`src/rtl/armleo_bus_sched_pkg.sv`:
```
// Shared types and helpers for the bus scheduler: FSM state encoding and
// the owner-index width calculation.
package armleo_bus_sched_pkg;

    typedef enum logic [1:0] {
        IDLE     = 2'd0,
        ISSUE    = 2'd1,
        WAIT_RSP = 2'd2
    } sched_state_t;

    // Index width for n requesters; never narrower than one bit.
    function automatic int unsigned idx_width(input int unsigned n);
        return (n <= 2) ? 1 : $clog2(n);
    endfunction

endpackage

```
`src/rtl/armleo_rr_pick.sv`:
```
// Combinational rotate-priority picker: first set request bit scanning from
// ptr upward, wrapping modulo N.
module armleo_rr_pick
    import armleo_bus_sched_pkg::*;
#(
    parameter int unsigned N  = 4,
    parameter int unsigned IW = idx_width(N)
) (
    input  logic [N-1:0]  request,
    input  logic [IW-1:0] ptr,
    output logic [N-1:0]  onehot,
    output logic [IW-1:0] idx,
    output logic          any
);

    logic [IW-1:0] w_pos;

    always_comb begin
        onehot = '0;
        idx    = '0;
        any    = 1'b0;
        w_pos  = '0;
        for (int unsigned k = 0; k < N; k++) begin
            w_pos = IW'((32'(ptr) + k) % N);
            if (!any && request[w_pos]) begin
                any           = 1'b1;
                idx           = w_pos;
                onehot[w_pos] = 1'b1;
            end
        end
    end

endmodule

```
`src/rtl/armleo_bus_scheduler.sv`:
```
// Round-robin scheduler funnelling N requesters onto one downstream command
// channel with a single outstanding transaction.
module armleo_bus_scheduler
    import armleo_bus_sched_pkg::*;
#(
    parameter  int unsigned N  = 4,
    parameter  int unsigned AW = 32,
    parameter  int unsigned DW = 32,
    localparam int unsigned IW = idx_width(N)
) (
    input  logic            clk,
    input  logic            rst,

    input  logic [N-1:0]    m_req_valid,
    output logic [N-1:0]    m_req_ready,
    input  logic [N-1:0]    m_req_write,
    input  logic [N*AW-1:0] m_req_addr,
    input  logic [N*DW-1:0] m_req_wdata,
    output logic [N-1:0]    m_rsp_valid,
    output logic [DW-1:0]   m_rsp_rdata,

    output logic            s_req_valid,
    input  logic            s_req_ready,
    output logic            s_req_write,
    output logic [AW-1:0]   s_req_addr,
    output logic [DW-1:0]   s_req_wdata,
    input  logic            s_rsp_valid,
    input  logic [DW-1:0]   s_rsp_rdata,

    output logic            busy,
    output logic [IW-1:0]   owner_idx,
    output logic            proto_err
);

    sched_state_t  r_state;
    sched_state_t  w_state_nxt;
    logic [IW-1:0] r_ptr;
    logic [IW-1:0] r_owner;
    logic [N-1:0]  r_owner_oh;
    logic          r_proto_err;
    logic          r_rst_d;

    logic [N-1:0]  w_pick_onehot;
    logic [IW-1:0] w_pick_idx;
    logic          w_pick_any;
    logic          w_grant;
    logic          w_done;
    logic          w_err;

    armleo_rr_pick #(
        .N  (N),
        .IW (IW)
    ) u_pick (
        .request (m_req_valid),
        .ptr     (r_ptr),
        .onehot  (w_pick_onehot),
        .idx     (w_pick_idx),
        .any     (w_pick_any)
    );

    assign s_req_write = m_req_write[r_owner];
    assign s_req_addr  = m_req_addr[r_owner*AW +: AW];
    assign s_req_wdata = m_req_wdata[r_owner*DW +: DW];
    assign m_rsp_rdata = s_rsp_rdata;
    assign busy        = (r_state != IDLE);
    assign owner_idx   = r_owner;
    assign proto_err   = r_proto_err;

    // A response straggling in the cycle right after reset belongs to the
    // abandoned transaction and is dropped silently rather than flagged.
    assign w_err = ((r_state == ISSUE) && !m_req_valid[r_owner]) ||
                   (s_rsp_valid && (r_state != WAIT_RSP) && !r_rst_d);

    always_comb begin
        w_state_nxt = r_state;
        s_req_valid = 1'b0;
        m_req_ready = '0;
        m_rsp_valid = '0;
        w_grant     = 1'b0;
        w_done      = 1'b0;
        case (r_state)
            IDLE: begin
                if (w_pick_any) begin
                    w_grant     = 1'b1;
                    w_state_nxt = ISSUE;
                end
            end
            ISSUE: begin
                s_req_valid = 1'b1;
                if (s_req_ready) begin
                    m_req_ready = r_owner_oh;
                    w_state_nxt = WAIT_RSP;
                end
            end
            WAIT_RSP: begin
                if (s_rsp_valid) begin
                    m_rsp_valid = r_owner_oh;
                    w_done      = 1'b1;
                    w_state_nxt = IDLE;
                end
            end
            default: w_state_nxt = IDLE;
        endcase
        // Reset squashes all handshakes combinationally in the reset cycle.
        if (rst) begin
            s_req_valid = 1'b0;
            m_req_ready = '0;
            m_rsp_valid = '0;
            w_grant     = 1'b0;
            w_done      = 1'b0;
            w_state_nxt = IDLE;
        end
    end

    always_ff @(posedge clk) begin
        if (rst) begin
            r_state     <= IDLE;
            r_ptr       <= '0;
            r_owner     <= '0;
            r_owner_oh  <= '0;
            r_proto_err <= 1'b0;
            r_rst_d     <= 1'b1;
        end else begin
            r_rst_d <= 1'b0;
            r_state <= w_state_nxt;
            if (w_grant) begin
                r_owner    <= w_pick_idx;
                r_owner_oh <= w_pick_onehot;
            end
            if (w_done) begin
                r_ptr <= (r_owner == IW'(N - 1)) ? '0 : r_owner + 1'b1;
            end
            if (w_err) begin
                r_proto_err <= 1'b1;
            end
        end
    end

endmodule

```
`config.mk`:
```
export PLATFORM = sky130hd
export DESIGN_NAME = armleo_bus_scheduler
export DESIGN_NICKNAME = d
export VERILOG_FILES = /design/src/rtl/armleo_bus_sched_pkg.sv /design/src/rtl/armleo_rr_pick.sv /design/src/rtl/armleo_bus_scheduler.sv
export SDC_FILE = /design/constraint.sdc
export NUM_CORES = 1
export LEC_CHECK = 0
export CAP_MARGIN = 0
export CORE_AREA = 2 2 160 162
export CTS_CLUSTER_SIZE = 8
export DETAILED_ROUTE_END_ITERATION = 6
export DIE_AREA = 0 0 162 164
export SLEW_MARGIN = 40
export SYNTH_ARGS = -nofsm -noshare
export SYNTH_HDL_FRONTEND = slang
export SYNTH_SLANG_ARGS = --single-unit
```
`constraint.sdc`:
```
create_clock -name clk -period 6.24 [get_ports clk]
set_input_delay 0.624 -clock clk [delete_from_list [all_inputs] [get_ports clk]]
set_output_delay 0.624 -clock clk [all_outputs]
set_load 0.005 [all_outputs]
```
==> results.md, run 1 <==
* Post-CTS Resized at 0
* Placed insts at 846
* Largest net degree at the start of global routing at just over 40
* Vias in the first global route at 3292
* Setup-failing EPs final at 0
* Synth Instances at roughly 220
* Internal Pwr Total at 0.558 mW
* Clock power frac at 0.152
* Setup TNS at 0 ps
* Logic pwr share at 0.721
* RePlAce Congestion at 0.828
* First-pass GRT wire length at about 20 mm
* Total iterations of the first detailed-routing run at 5
* Post-Layout Cell Count at between 800 and 900
* Met3 WL at around 1.8 mm
* Leakage at between 2 and 2.5 nW
* RSZ-0062 raised after global routing: no
* Post-CTS Setup Inserts at 0
* Run status: finished, final reports clean
* WL met1 at 5.64 mm
* DRC viols at 0
* Initial DRC count at 146
* Psw at a little over 0.2 mW
* Slew Viols, Final at 0
* Initial Utilization at 0.112
* Switching Share at 0.269
* Synth async-reset ratio at 0
* Initial antenna violation count at 2
* Commonest register cell after synthesis: dfxtp_1
* Worst slew pin tran at 645 ps
* IO Pins at 410
* Critical Path RT at 5620 ps
* Crit-path max FO at 27
* Power per cell area at roughly 120 nW/um2
* Most frequent cell on the critical path: buf_12
* Fmax at 308 MHz
* CP arrival at 2630 ps
* P&R area growth vs syn at 131%
* DP HPWL at 13.2 mm
* Drt wl/cell at around 18 um
* Latest clock arrival within the worst-skew pair at between 200 and 250 ps
* Seq cells post-synth at 12
* Core Box Area at 24800 um2
* IO Port Bufs at 345
* CTS tree: done
* Fin crit share at 0.521
* Grt ovf at 0
* Total GRT Usage at 0.0998
* Clock slew at reported path FFs at approximately 40 ps
* Syn. warnings at 0
* Antenna fix cells at 0
* CP endpoint kind: primary output
* Met2 routed WL at about 7.2 mm
* Crit-path slowest cell: mux4_2
* Sequential area share after synthesis at 0.0863
* Vias at roughly 3400
* Share of layout cells above drive strength 1 at 0.169
* Syn nets at around 530
* Final Util at 0.259
* Syn Std Cell Area at approximately 2800 um2
* Worst rel slew slack at 0.569
* CP peak stage delay at ~600 ps
* Avg Cell Area, Syn at 12.6 um2
* Max Cap Viol at 0
* Seq pwr share at 0.127
* H-tree levels at 1
* Synth unique cells at 35
* Post-route ant nets at 0
* Std-Cell Rows at 58
* Layout net count at between 800 and 900
* Clk_skew at approximately 1.1 ps
* Vias per cell at approximately 4
* Crit Reg-Reg Endpoint: owner_idx[1]
* Chip width at roughly 160 um
* VDD IR max at approximately 0.11 mV
* DR top layer: met5
* Die H at ~160 um
* Reg2reg path depth at 7
* R2R Setup Slk at between 3000 and 4000 ps
* Kind of critical path: reg2out
* Num CTS Buffers at 3
* Fin crit period at 3250 ps
* CP Launch Point: owner_idx[0]
* Number of synthesized flops with an enable pin at 0
* Clock Sinks at 12
* Final Hold Viols at 0
* Critical Path End: s_req_wdata[26]
* Hold Path Class: reg2reg
* Die footprint at around 27000 um2
* CP Launch Type: register
* CTS max path bufs at 2
* # hold bufs at CTS at 0
* R2r startpoint: r_ptr[1]
* CTS root buf: clkbuf_16
* Critical Path, Cell by Cell: buf_12 > buf_12 > buf_4 > mux4_2 > clkdlybuf4s50_1
* DRT Wirelength at between 15 and 20 mm
==> synth_stat cells, types with 3 or more instances <==
master | instances | area [um2]
a221oi_1 | 6 | 52.6
mux4_2 | 69 | 1550
nor2_1 | 16 | 60.1
dfxtp_1 | 12 | 240
a211oi_1 | 3 | 22.5
buf_2 | 7 | 35.0
nand2_1 | 5 | 18.8
a211oi_2 | 4 | 50.1
and2_1 | 4 | 25.0
o31a_1 | 4 | 35.0
ha_1 | 6 | 75.1
nor2b_1 | 3 | 18.8
buf_4 | 34 | 255
mux2i_1 | 3 | 30.0
and3_1 | 4 | 25.0
clkbuf_1 | 5 | 18.8
a21oi_1 | 5 | 25.0
buf_6 | 4 | 45.0
buf_1 | 4 | 15.0
==> sequential cells by signal, indices dropped and copies added (netlist names) <==
register    flops
r_ptr           2
r_rst_d         1
r_state         2
owner_idx       2
r_owner_oh      4
proto_err       1
==> routing by layer <==
metal,GRT usage,vias to the layer above
met5,0,-
met4,0.0346,4
met3,0.0376,30
met2,0.162,274
met1,0.122,1603
li1,-,1495
==> critical path: cells and delay by family (launching register included) <==
family,cells,cell delay [ps]
muxes,1,590
buffers and inverters,4,1390
DFF,1,360
==> cell families after synthesis <==
| group | Yosys count | share of synthesized area |
|---|---|---|
| mux | 74 | 0.582 |
| buf+inv | 56 | 0.135 |
| simple gates | 43 | 0.0827 |
| compound gates | 30 | 0.0867 |
| flops | 12 | 0.0863 |
| fa+ha+maj | 6 | 0.0270 |
==> worst min path at each step <==
stage	start	end	cells after the start
floorplan	proto_err	proto_err	2
global placement	proto_err	proto_err	2
detailed placement	proto_err	proto_err	2
CTS	proto_err	proto_err	2
global route	r_owner_oh[3]	r_owner_oh[3]	2
finish	proto_err	proto_err	2
==> power by group through the flow <==
stage | Combinational [mW] | Sequential [mW] | Clock [mW]
global placement | 0.515 | 0.127 | 0
global route | 0.583 | 0.0988 | 0.124
CTS | 0.557 | 0.0973 | 0.118
floorplan | 0.231 | 0.0904 | 0
detailed placement | 0.553 | 0.0987 | 0
finish | 0.550 | 0.0970 | 0.116
==> cells in the final DEF, fill, tap and decap left out, types with 3 or more instances in the layout <==
cell             synthesis  layout
ha_1                     6       6
a211oi_1                 3       3
a211oi_2                 4       4
nor2_1                  16      16
a21oi_1                  5       4
o31a_1                   4       4
and3_1                   4       4
nand2_1                  5       5
dfxtp_1                 12      10
clkdlybuf4s50_1          0     345
clkbuf_16                0       3
nor2b_1                  3       3
buf_12                   0       3
mux4_2                  69      69
and2_1                   4       4
mux2i_1                  3       3
a221oi_1                 6       6
==> final cells by class <==
| type | count | area [um2] |
|---|---|---|
| Fill cell | 2618 | 18400 |
| Timing Repair Buffer | 349 | 3520 |
| Multi-Input combinational cell | 153 | 2170 |
| Tap cell | 330 | 413 |
| Sequential cell | 12 | 248 |
| Clock buffer | 3 | 75.1 |
| Inverter | 2 | 7.51 |
| Clock inverter | 1 | 3.75 |
==> through the flow <==
stage,setup slack [ps],hold slack (ps),instance area [um2],power (mW)
global placement,2910,475,6300,0.642
CTS,2910,520,6440,0.772
finish,2990,509,6440,0.763
detailed placement,3160,500,6360,0.651
global route,2800,557,6440,0.806
floorplan,3870,466,2790,0.321
Power figures use the tool's default switching activity.
==> inputs of run 2 (changes only) <==
Settings changed: CORE_AREA 2 2 160 162 to 2 2 157 159, DIE_AREA 0 0 162 164 to 0 0 159 161.
Clock period 6.24 ns to 3.2 ns, I/O delays scaled along.
==> results.md, run 2 (synthesis gave the netlist of run 1 again) <==
* Clock slew at reported path FFs at 40 ps (about the same)
* Hold Path Class: reg2reg
* Clk_skew at 1.47 ps (+0.415 ps)
* Std-Cell Rows at 57 (-1.7%)
* DP HPWL at 13.0 mm (-1.3%)
* Die footprint at 25600 um2 (-3.6%)
* CP delay by family, top: buffers and inverters
* Fin crit period at between 2000 and 3000 ps
* Crit-path slowest cell: dfxtp_4
* RSZ-0062 raised after global routing: no
* Worst Path Buf+Inv at 2 (-2)
* IO Pins at 410 (unchanged)
* VDD IR max at 0.190 mV (+66%)
* Vias in the first global route at 3455 (+5.0%)
* Most frequent cells in the layout: clkdlybuf4s50_1, mux4_2, nor2_1, dfxtp_1, buf_4
* Fmax at between 300 and 400 MHz
* Post-CTS Setup Inserts at 0 (unchanged)
* Largest net degree at the start of global routing at 36 (-12%)
* Fin crit share at 0.793
* Clock Sinks at 12 (unchanged)
* Die H at 161 um (-1.8%)
* Commonest non-fill, non-tap cell in the layout: clkdlybuf4s50_1
* Setup TNS at 0 ps (unchanged)
* Post-Layout Cell Count at 851 (+0.12%)
* Worst hold margin at 508 ps (-0.862 ps)
* DRC viols at 0 (unchanged)
* CP peak stage delay at 670 ps (+80 ps)
* Initial antenna violation count at 0 (-2)
* Kind of critical path: reg2out
* Leakage at 2.17 nW (+2.0%)
* Vias at 3439 (+0.97%)
* Total iterations of the first detailed-routing run at 4 (-1)
* CP arrival at 2220 ps (-410 ps)
* Total GRT Usage at 0.109 (+0.00875)
* Post-route ant nets at 0 (unchanged)
* First-pass GRT wire length at 21.5 mm (+7.5%)
* Setup slack after placement at 759 ps (-2400 ps)
* Critical Path, Cell by Cell: buf_12 > mux4_2 > clkdlybuf4s50_1
* Power per cell area at 236 nW/um2 (+99%)
* Max Cap Viol at 0 (unchanged)
* Slew Viols, Final at 0 (unchanged)
* Antenna fix cells at 0 (unchanged)
* # hold bufs at CTS at 0 (unchanged)
* Initial DRC count at 172 (+18%)
* H-tree levels at 1 (unchanged)
* Run status: finished, final reports clean
* Crit-path max FO at 22 (-19%)
* IO Port Bufs at 345 (unchanged)
* Post-CTS Resized at 0 (unchanged)
* RePlAce Congestion at 0.824 (-0.43%)
* Placed insts at 847 (+0.12%)
* Worst rel slew slack at 0.605 (+0.0366)
* CTS max path bufs at 2 (unchanged)
* Layout net count at 834 (+0.85%)
* Setup-failing EPs final at 0 (unchanged)
* Drt wl/cell at 17.6 um (-1.6%)
* CTS tree: done
* Final Hold Viols at 0 (unchanged)
* Initial Utilization at 0.116 (+0.00401)
* Final WS setup at 664 ps (-2330 ps)
* Grt ovf at 0 (unchanged)
* P&R area growth vs syn at 133%
* Share of layout cells above drive strength 1 at 0.182 (+0.0129)
* CP Launch Type: register
* CP endpoint kind: primary output
* Largest register FFs at 4 (unchanged)
* Core Box Area at 24000 um2 (-3.4%)
* CTS root buf: clkbuf_16
* Chip width at 159 um (-1.9%)
* Vias per cell at 4.04 (+0.85%)
* Critical Path RT at 2880 ps (-2740 ps)
* Worst slew pin tran at 592 ps (-52.9 ps)
* Top reg by flops: r_owner_oh
* DRT Wirelength at 15.0 mm (-1.4%)
* Num CTS Buffers at 3 (unchanged)
* Latest clock arrival within the worst-skew pair at 240 ps (about the same)
[run 2: cell types whose count changed in the layout (fill, tap and decap cells not counted)]
| cell | change |
|---|---|
| clkinv_1 | -1 |
| clkbuf_8 | +1 |
| buf_4 | +7 |
[run 2: tightest hold or removal path: cells and delay by family (launching register included)]
kind | cells | cell delay, ps
flops | 1 | 340
simple gates | 1 | 70
compound gates | 1 | 60
[run 2: through the flow]
step / total power [mW] / area, um2 / util
global placement: 1.29 / 6400 / 0.267
global route: 1.62 / 6490 / 0.271
CTS: 1.55 / 6490 / 0.271
finish: 1.53 / 6490 / 0.271
floorplan: 0.626 / 2790 / -
detailed placement: 1.29 / 6410 / 0.267
[run 2: final cells by class]
class | instances | area (um2)
tap | 324 | 405
timing repair buffer | 356 | 3570
multi-input combinational | 153 | 2170
sequential | 12 | 248
inverter | 2 | 7.51
fill | 2543 | 17500
clock buffer | 4 | 88.8
[run 2: worst paths after layout]
check                                        to  slack [ps]  depth (start not counted)    startpoint
worst max-delay path            s_req_wdata[28]         660                          3  owner_idx[0]
worst min-delay path                  proto_err         510                          2     proto_err
worst max register to register    r_owner_oh[2]         920                          7      r_ptr[1]
worst min register to register        proto_err         510                          2     proto_err
[run 2: report_power, final]
part	internal (mW)	total [mW]	switching [mW]
Sequential	0.165	0.211	0.0457
Combinational	0.768	1.07	0.299
Clock	0.189	0.254	0.0653
[run 2: routing by layer]
metal,GRT usage,part of all wire,vias up
li1,-,-,1513
met1,0.137,0.39,1638
met2,0.187,0.49,278
met3,0.0360,0.10,10
met4,0.0124,0.010,0
met5,0,0,-
